File: src/rtl/ws2812_board_driver.sv
`default_nettype none
// ============================================================================
// Module      : ws2812_board_driver
// Description : Snapshots the checkers board bitmaps at frame start, encodes
//               one {G,R,B} colour per cell and serialises it onto a
//               WS2812-style single-wire LED chain, followed by a latch gap.
//               Adds frame handshake, auto-refresh, blinking highlight and
//               global brightness scaling.
// Revision    : 1.0 - initial release
// ============================================================================
module ws2812_board_driver #(
    parameter int NUM_CELLS     = 32,
    parameter int LEDS_PER_CELL = 2,
    parameter int LIT_LED_INDEX = 1,
    parameter int SYS_FREQ_MHZ  = 100,
    parameter int PERIOD_NS     = 1250,
    parameter int T0H_NS        = 400,
    parameter int T1H_NS        = 800,
    parameter int LATCH_US      = 60,
    parameter int BLINK_FRAMES  = 16
) (
    input  logic                 clk,
    input  logic                 reset,
    input  logic [NUM_CELLS-1:0] player_pieces,
    input  logic [NUM_CELLS-1:0] cpu_pieces,
    input  logic [NUM_CELLS-1:0] king_pieces,
    input  logic [NUM_CELLS-1:0] highlight,
    input  logic [2:0]           brightness,
    input  logic                 auto_refresh,
    input  logic                 frame_start,
    output logic                 busy,
    output logic                 frame_done,
    output logic                 out
);

    // Cycle counts derived from the clock frequency (all rounded down)
    localparam int c_BIT_CYC   = PERIOD_NS * SYS_FREQ_MHZ / 1000;
    localparam int c_T0_CYC    = T0H_NS * SYS_FREQ_MHZ / 1000;
    localparam int c_T1_CYC    = T1H_NS * SYS_FREQ_MHZ / 1000;
    localparam int c_LATCH_CYC = LATCH_US * SYS_FREQ_MHZ;

    localparam int c_BIT_W   = $clog2(c_BIT_CYC + 1);
    localparam int c_LATCH_W = $clog2(c_LATCH_CYC + 1);
    localparam int c_FRM_W   = $clog2(BLINK_FRAMES + 1);
    localparam int c_CELL_W  = (NUM_CELLS > 1) ? $clog2(NUM_CELLS) : 1;
    localparam int c_SUB_W   = (LEDS_PER_CELL > 1) ? $clog2(LEDS_PER_CELL) : 1;

    localparam logic [c_BIT_W-1:0]   c_BIT_LAST   = c_BIT_W'(c_BIT_CYC - 1);
    localparam logic [c_BIT_W-1:0]   c_T0         = c_BIT_W'(c_T0_CYC);
    localparam logic [c_BIT_W-1:0]   c_T1         = c_BIT_W'(c_T1_CYC);
    localparam logic [c_LATCH_W-1:0] c_LATCH_LAST = c_LATCH_W'(c_LATCH_CYC - 1);
    localparam logic [c_FRM_W-1:0]   c_FRM_LAST   = c_FRM_W'(BLINK_FRAMES - 1);
    localparam logic [c_CELL_W-1:0]  c_CELL_LAST  = c_CELL_W'(NUM_CELLS - 1);
    localparam logic [c_SUB_W-1:0]   c_SUB_LAST   = c_SUB_W'(LEDS_PER_CELL - 1);
    localparam logic [c_SUB_W-1:0]   c_SUB_LIT    = c_SUB_W'(LIT_LED_INDEX);
    localparam logic [4:0]           c_MSB_IDX    = 5'd23;

    typedef enum logic [1:0] {
        ST_IDLE  = 2'd0,
        ST_SEND  = 2'd1,
        ST_LATCH = 2'd2
    } state_t;

    state_t r_state;
    state_t w_state_nxt;

    // Frame snapshot
    logic [NUM_CELLS-1:0] r_player;
    logic [NUM_CELLS-1:0] r_cpu;
    logic [NUM_CELLS-1:0] r_king;
    logic [NUM_CELLS-1:0] r_hl;
    logic [2:0]           r_bright;
    logic                 r_snap_phase;

    // Serializer position
    logic [c_BIT_W-1:0]   r_bit_cnt;
    logic [4:0]           r_bit_idx;
    logic [c_CELL_W-1:0]  r_cell;
    logic [c_SUB_W-1:0]   r_sub;
    logic [c_LATCH_W-1:0] r_latch_cnt;
    logic                 r_out;

    // Request and blink bookkeeping
    logic                 r_pending;
    logic                 r_blink_phase;
    logic [c_FRM_W-1:0]   r_frm_cnt;

    logic                 w_snap;
    logic                 w_bit_end;
    logic                 w_frame_end;
    logic                 w_latch_end;
    logic                 w_req;
    logic                 w_phase_nxt;
    logic [c_BIT_W-1:0]   w_cnt_inc;
    logic [c_BIT_W-1:0]   w_hi_len;
    logic                 w_cur_bit;
    logic [7:0]           w_g;
    logic [7:0]           w_r;
    logic [7:0]           w_b;
    logic [23:0]          w_word;

    assign w_bit_end   = (r_bit_cnt == c_BIT_LAST);
    assign w_frame_end = w_bit_end && (r_bit_idx == 5'd0) &&
                         (r_cell == c_CELL_LAST) && (r_sub == c_SUB_LAST);
    assign w_latch_end = (r_state == ST_LATCH) && (r_latch_cnt == c_LATCH_LAST);
    // A request arriving on the last latch cycle counts as pending already
    assign w_req       = r_pending || frame_start;
    // Phase after counting the frame that may be completing this cycle
    assign w_phase_nxt = (w_latch_end && (r_frm_cnt == c_FRM_LAST)) ?
                         ~r_blink_phase : r_blink_phase;
    assign w_cnt_inc   = r_bit_cnt + 1'b1;
    assign out         = r_out;

    // Colour of the LED currently being shifted out, brightness applied per byte
    always_comb begin
        w_g = 8'h00;
        w_r = 8'h00;
        w_b = 8'h00;
        if (r_sub == c_SUB_LIT) begin
            if (r_hl[r_cell] && r_snap_phase) begin
                w_g = 8'hFF; w_r = 8'hFF; w_b = 8'hFF;
            end else if (r_player[r_cell]) begin
                w_g = r_king[r_cell] ? 8'hFF : 8'h00;
                w_b = 8'hFF;
            end else if (r_cpu[r_cell]) begin
                w_g = r_king[r_cell] ? 8'h3C : 8'h00;
                w_r = 8'hFF;
            end
        end
        w_word    = {w_g >> r_bright, w_r >> r_bright, w_b >> r_bright};
        w_cur_bit = w_word[r_bit_idx];
        w_hi_len  = w_cur_bit ? c_T1 : c_T0;
    end

    // State register
    always_ff @(posedge clk) begin
        if (!reset) begin
            r_state <= ST_IDLE;
        end else begin
            r_state <= w_state_nxt;
        end
    end

    // Next-state decode, snapshot strobe and handshake outputs
    always_comb begin
        w_state_nxt = r_state;
        w_snap      = 1'b0;
        busy        = (r_state != ST_IDLE);
        frame_done  = w_latch_end;
        case (r_state)
            ST_IDLE: begin
                if (w_req) begin
                    w_snap      = 1'b1;
                    w_state_nxt = ST_SEND;
                end
            end
            ST_SEND: begin
                if (w_frame_end) begin
                    w_state_nxt = ST_LATCH;
                end
            end
            ST_LATCH: begin
                if (w_latch_end) begin
                    if (auto_refresh || w_req) begin
                        w_snap      = 1'b1;
                        w_state_nxt = ST_SEND;
                    end else begin
                        w_state_nxt = ST_IDLE;
                    end
                end
            end
            default: w_state_nxt = ST_IDLE;
        endcase
    end

    // Snapshot, serializer counters, registered data line and request/blink tracking
    always_ff @(posedge clk) begin
        if (!reset) begin
            r_player      <= '0;
            r_cpu         <= '0;
            r_king        <= '0;
            r_hl          <= '0;
            r_bright      <= 3'd0;
            r_snap_phase  <= 1'b0;
            r_bit_cnt     <= '0;
            r_bit_idx     <= c_MSB_IDX;
            r_cell        <= '0;
            r_sub         <= '0;
            r_latch_cnt   <= '0;
            r_out         <= 1'b0;
            r_pending     <= 1'b0;
            r_blink_phase <= 1'b0;
            r_frm_cnt     <= '0;
        end else begin
            if (w_snap) begin
                r_pending <= 1'b0;
            end else if (frame_start && busy) begin
                r_pending <= 1'b1;
            end

            if (w_latch_end) begin
                r_blink_phase <= w_phase_nxt;
                r_frm_cnt     <= (r_frm_cnt == c_FRM_LAST) ? '0 : r_frm_cnt + 1'b1;
            end

            if (w_snap) begin
                r_player     <= player_pieces;
                r_cpu        <= cpu_pieces;
                r_king       <= king_pieces;
                r_hl         <= highlight;
                r_bright     <= brightness;
                r_snap_phase <= w_phase_nxt;
                r_bit_cnt    <= '0;
                r_bit_idx    <= c_MSB_IDX;
                r_cell       <= '0;
                r_sub        <= '0;
                // Every bit starts high, so the first cycle needs no colour lookup
                r_out        <= 1'b1;
            end else if (r_state == ST_SEND) begin
                if (w_bit_end) begin
                    r_bit_cnt <= '0;
                    if (w_frame_end) begin
                        r_out       <= 1'b0;
                        r_latch_cnt <= '0;
                    end else begin
                        r_out <= 1'b1;
                        if (r_bit_idx == 5'd0) begin
                            r_bit_idx <= c_MSB_IDX;
                            if (r_sub == c_SUB_LAST) begin
                                r_sub  <= '0;
                                r_cell <= r_cell + 1'b1;
                            end else begin
                                r_sub <= r_sub + 1'b1;
                            end
                        end else begin
                            r_bit_idx <= r_bit_idx - 1'b1;
                        end
                    end
                end else begin
                    r_bit_cnt <= w_cnt_inc;
                    r_out     <= (w_cnt_inc < w_hi_len);
                end
            end else if (r_state == ST_LATCH) begin
                r_out       <= 1'b0;
                r_latch_cnt <= r_latch_cnt + 1'b1;
            end else begin
                r_out <= 1'b0;
            end
        end
    end

endmodule
`default_nettype wire

File: config.mk
export PLATFORM = sky130hd
export DESIGN_NAME = ws2812_board_driver
export DESIGN_NICKNAME = d
export VERILOG_FILES = /design/src/rtl/ws2812_board_driver.sv
export SDC_FILE = /design/constraint.sdc
export NUM_CORES = 1
export LEC_CHECK = 0
export CAP_MARGIN = 20
export CORE_UTILIZATION = 44
export CTS_BUF_LIST = sky130_fd_sc_hd__clkbuf_16
export CTS_CLUSTER_SIZE = 25
export DETAILED_ROUTE_END_ITERATION = 12
export PLACE_DENSITY = 0.71
export SLEW_MARGIN = 5
export SYNTH_ARGS = -nofsm -noshare
export SYNTH_HDL_FRONTEND = slang
export SYNTH_SLANG_ARGS = --single-unit
export TNS_END_PERCENT = 10
File: constraint.sdc
create_clock -name clk -period 3 [get_ports clk]
set_input_delay 0.3 -clock clk [delete_from_list [all_inputs] [get_ports clk]]
set_output_delay 0.3 -clock clk [all_outputs]
set_load 0.03 [all_outputs]
==> flow_summary.yaml <==
cts:
  tritoncts: "yes"
  cts_root_buf: "clkbuf_16"
  htree_num_levels: 4
  clock_latency_ps: 440
  clk_pin_slew_worst_paths_ps: 70
  clock-sinks: 173
  cts_buffer_depth: 2
  cts_buffers: 17
  hold_buffers: 0
route:
  drt-pass1-iter-count: 7
  vias_per_cell: 5.37
  drt_iter0_markers: 434
  wl_um: 20500
  wl_per_cell_um: 15.5
  vias: 7085
  ant_nets: 0
  drc: 0
sta:
  fmax_ghz: 0.332
  finalClockSkew_ps: 14.8
  tightest_slew_ps: 721
  fin_tns_setup_ps: -16.1
  fin_ws_ps: -16.1
  period_share_pct: 101
  fin_crit_ps: 3020
  rsz0062_at_grt: "true"
  final-hold-violation-count: 0
  maxSlewHeadroom_pct: 51.6
  slew_violations: 0
  setup_violations: 1
placement:
  hpwl_um: 14500
  port-buffer-count: 137
  place_congestion: 0.863
  placed_area_um2: 9740
logic_synthesis:
  synth_warnings: 0
  synth.cell_area_um2: 7960
  synth-main-ff-cell: "dfxtp_1"
  synth_edf_count: 0
  synth_nets: 1092
  synth_async_sr_flop_share_pct: 0
  seq_area_frac_synth_pct: 43.5
  ys_types: 76
  ys_ff_latch: 173
  synth_cells: 943
  synth_area_per_cell_um2: 8.44
power_and_ir_drop:
  swShare_pct: 33.1
  seq_power_share_pct: 40.3
  p_leak_nw: 3.87
  comb_power_share_pct: 29.6
  p_clk_share_pct: 30.1
  p_switching_mw: 2.46
  internal-power_mw: 4.99
  power_density_nw_per_um2: 717
  peakVddDrop_v: 0.000442
cells_and_area:
  final_area_um2: 10400
  diodes: 0
  layout.nets: 1231
  area_growth_pct: 30.5
  drive_gt1_share_pct: 11.4
floorplanning:
  die-area_um2: 18600
  design.core.area_um2: 17500
  start_util_pct: 45.6
  rows: 48
  io_pins: 138
  fp.dieH_um: 137
  die_w_um: 137
global_routing:
  first_global_vias: 6427
  grt_pass1_wl_um: 31900
  grt_max_degree: 70
  grtUsageTotal_pct: 22.2
  grt-ovfl-total: 0
  antenna_found_initial: 0
run:
  max_cap_violations: 0
setup_path:
  reg2reg_depth: 14
  r2r-start: "r_cell[0]"
  crit_required_ps: 3330
  critPathMaxFanout: 9
  rrSetupSlack_ps: -20
  criticalPathCategory: "flip-flop to flip-flop"
  cp-end-kind: "flip-flop"
  worst_r2r_endpoint: "out"
  crit_arrival_ps: 3340
  start_kind: "flip-flop"
hold_path:
  holdPathEnd: "r_king[7]"
  holdPathStages: 3
  min_from: "king_pieces[7]"
  hold_class: "input port to flip-flop"
outcome:
  violations: "setup timing"
  status: "complete, but fails checks"
==> cell families (layout without fill, tap and decap cells) <==
family	Yosys count	in the layout	synth area share [%]
AND/OR/NAND/NOR	415	415	22.2
AO/OA/AOI/OAI	195	195	14.8
flip-flops	173	173	43.5
buffers and inverters	78	230	4.87
multiplexers	45	45	9.95
XOR/XNOR	23	23	2.53
adder cells (fa/ha/maj)	14	14	2.20
==> timing repair <==
item                                    in CTS  in global routing
endpoints found under the setup margin       1                  2
resized for setup                            2                  8
setup buffers                                2                  1
pin swaps                                    1                  2
==> cell type report <==
class	instances	area, µm²
Tap cell	225	282
Clock buffer	17	425
Multi-Input combinational cell	692	4130
Inverter	16	62.6
Fill cell	1508	7090
Clock inverter	15	171
Timing Repair Buffer	182	1840
Sequential cell	173	3470
==> state kept, by name, indices dropped and copies added (netlist names) <==
register       flops
r_sub              1
r_blink_phase      1
r_state            2
r_frm_cnt          5
r_cpu             32
r_bright           3
r_latch_cnt       13
r_bit_cnt          7
r_snap_phase       1
r_cell             5
out                1
r_pending          1
r_king            32
r_bit_idx          5
r_player          32
r_hl              32
==> how the worst max path moves through the flow <==
stage | start | to | slack (ps)
after detailed placement | r_cell[0] | out | -100
after floorplan | r_cell[0] | out | 200
final | r_cell[0] | out | -20
after global placement | r_cell[0] | out | -50
after CTS | r_cell[0] | out | 20
after global routing | r_cell[0] | out | -170
==> cell usage in the layout (no fill, tap or decap), drive strengths merged, types with 3 or more instances in the layout <==
master and instances:
a211oi 5, a21oi 150, a22o 3, and2 5, and3 5, buf 45, bufinv 3, clkbuf 17
clkdlybuf4s50 136, clkinv 8, dfxtp 173, ha 14, inv 18, mux2 6, mux2i 15, mux4 24
nand2 298, nand3 18, nand3b 4, nand4 5, nor2 52, nor3 9, nor3b 3, o211ai 3
o21ai 9, o221ai 4, or2 3, xnor2 15, xor2 8
==> per-layer routing <==
metal	part of all wire [%]	global-route usage, %	up-vias
li1	-	-	3495
met2	46	34.5	238
met5	0	0	-
met4	2.3	9.44	0
met1	46	30.4	3323
met3	6.3	3.81	29
==> per-stage QoR <==
stage / utilization [%] / setup slack [ps] / instances / hold slack [ps] / power (mW)
after floorplan: - / 201 / 943 / 416 / 4.38
after detailed placement: 55.7 / -101 / 1285 / 434 / 5.22
after global placement: 55.7 / -46.1 / 1285 / 431 / 5.20
after CTS: 59.2 / 15.2 / 1319 / 405 / 7.46
final: 59.4 / -16.1 / 1320 / 407 / 7.45
after global routing: 59.4 / -165 / 1320 / 408 / 7.84
==> power groups by stage <==
stage / sequential (mW) / clock, mW / combinational (mW)
5_1_grt: 3.04 / 2.37 / 2.43
2_1_floorplan: 2.93 / 0 / 1.45
4_1_cts: 2.99 / 2.26 / 2.21
6_report: 3.00 / 2.25 / 2.20
3_5_place_dp: 3.03 / 0 / 2.19
3_3_place_gp: 3.04 / 0 / 2.15
==> Yosys cell counts, types with 3 or more instances <==
cell | number | area share, %
nand2_1 | 297 | 14
dfxtp_1 | 173 | 43
a21oi_1 | 149 | 9.4
nor2_1 | 51 | 2.4
buf_2 | 31 | 1.9
clkbuf_1 | 21 | 0.99
nand3_1 | 18 | 1.1
inv_1 | 15 | 0.71
mux2i_1 | 15 | 1.9
mux4_2 | 15 | 4.2
xnor2_1 | 15 | 1.6
ha_1 | 14 | 2.2
mux4_1 | 9 | 3.0
nor3_1 | 8 | 0.50
o21ai_0 | 8 | 0.50
xor2_1 | 8 | 0.88
mux2_2 | 6 | 0.85
and3_1 | 5 | 0.39
nand4_1 | 5 | 0.39
and2_1 | 4 | 0.31
a211oi_1 | 3 | 0.28
buf_4 | 3 | 0.28
nand3b_1 | 3 | 0.28
nor3b_1 | 3 | 0.28
o221ai_1 | 3 | 0.33
==> worst max-delay path, cell delays in order (launching register included) <==
cell and delay (ps):
dfxtp_4 440, buf_12 130, buf_4 110, mux4_2 500, a211o_1 320, o211ai_2 200
a21oi_1 110, o22ai_2 230, buf_4 150, inv_1 30, ha_1 260, o21ai_0 70
nand3_1 80, nand2_1 70, a41o_1 200
(Power assumes the default switching activity.)
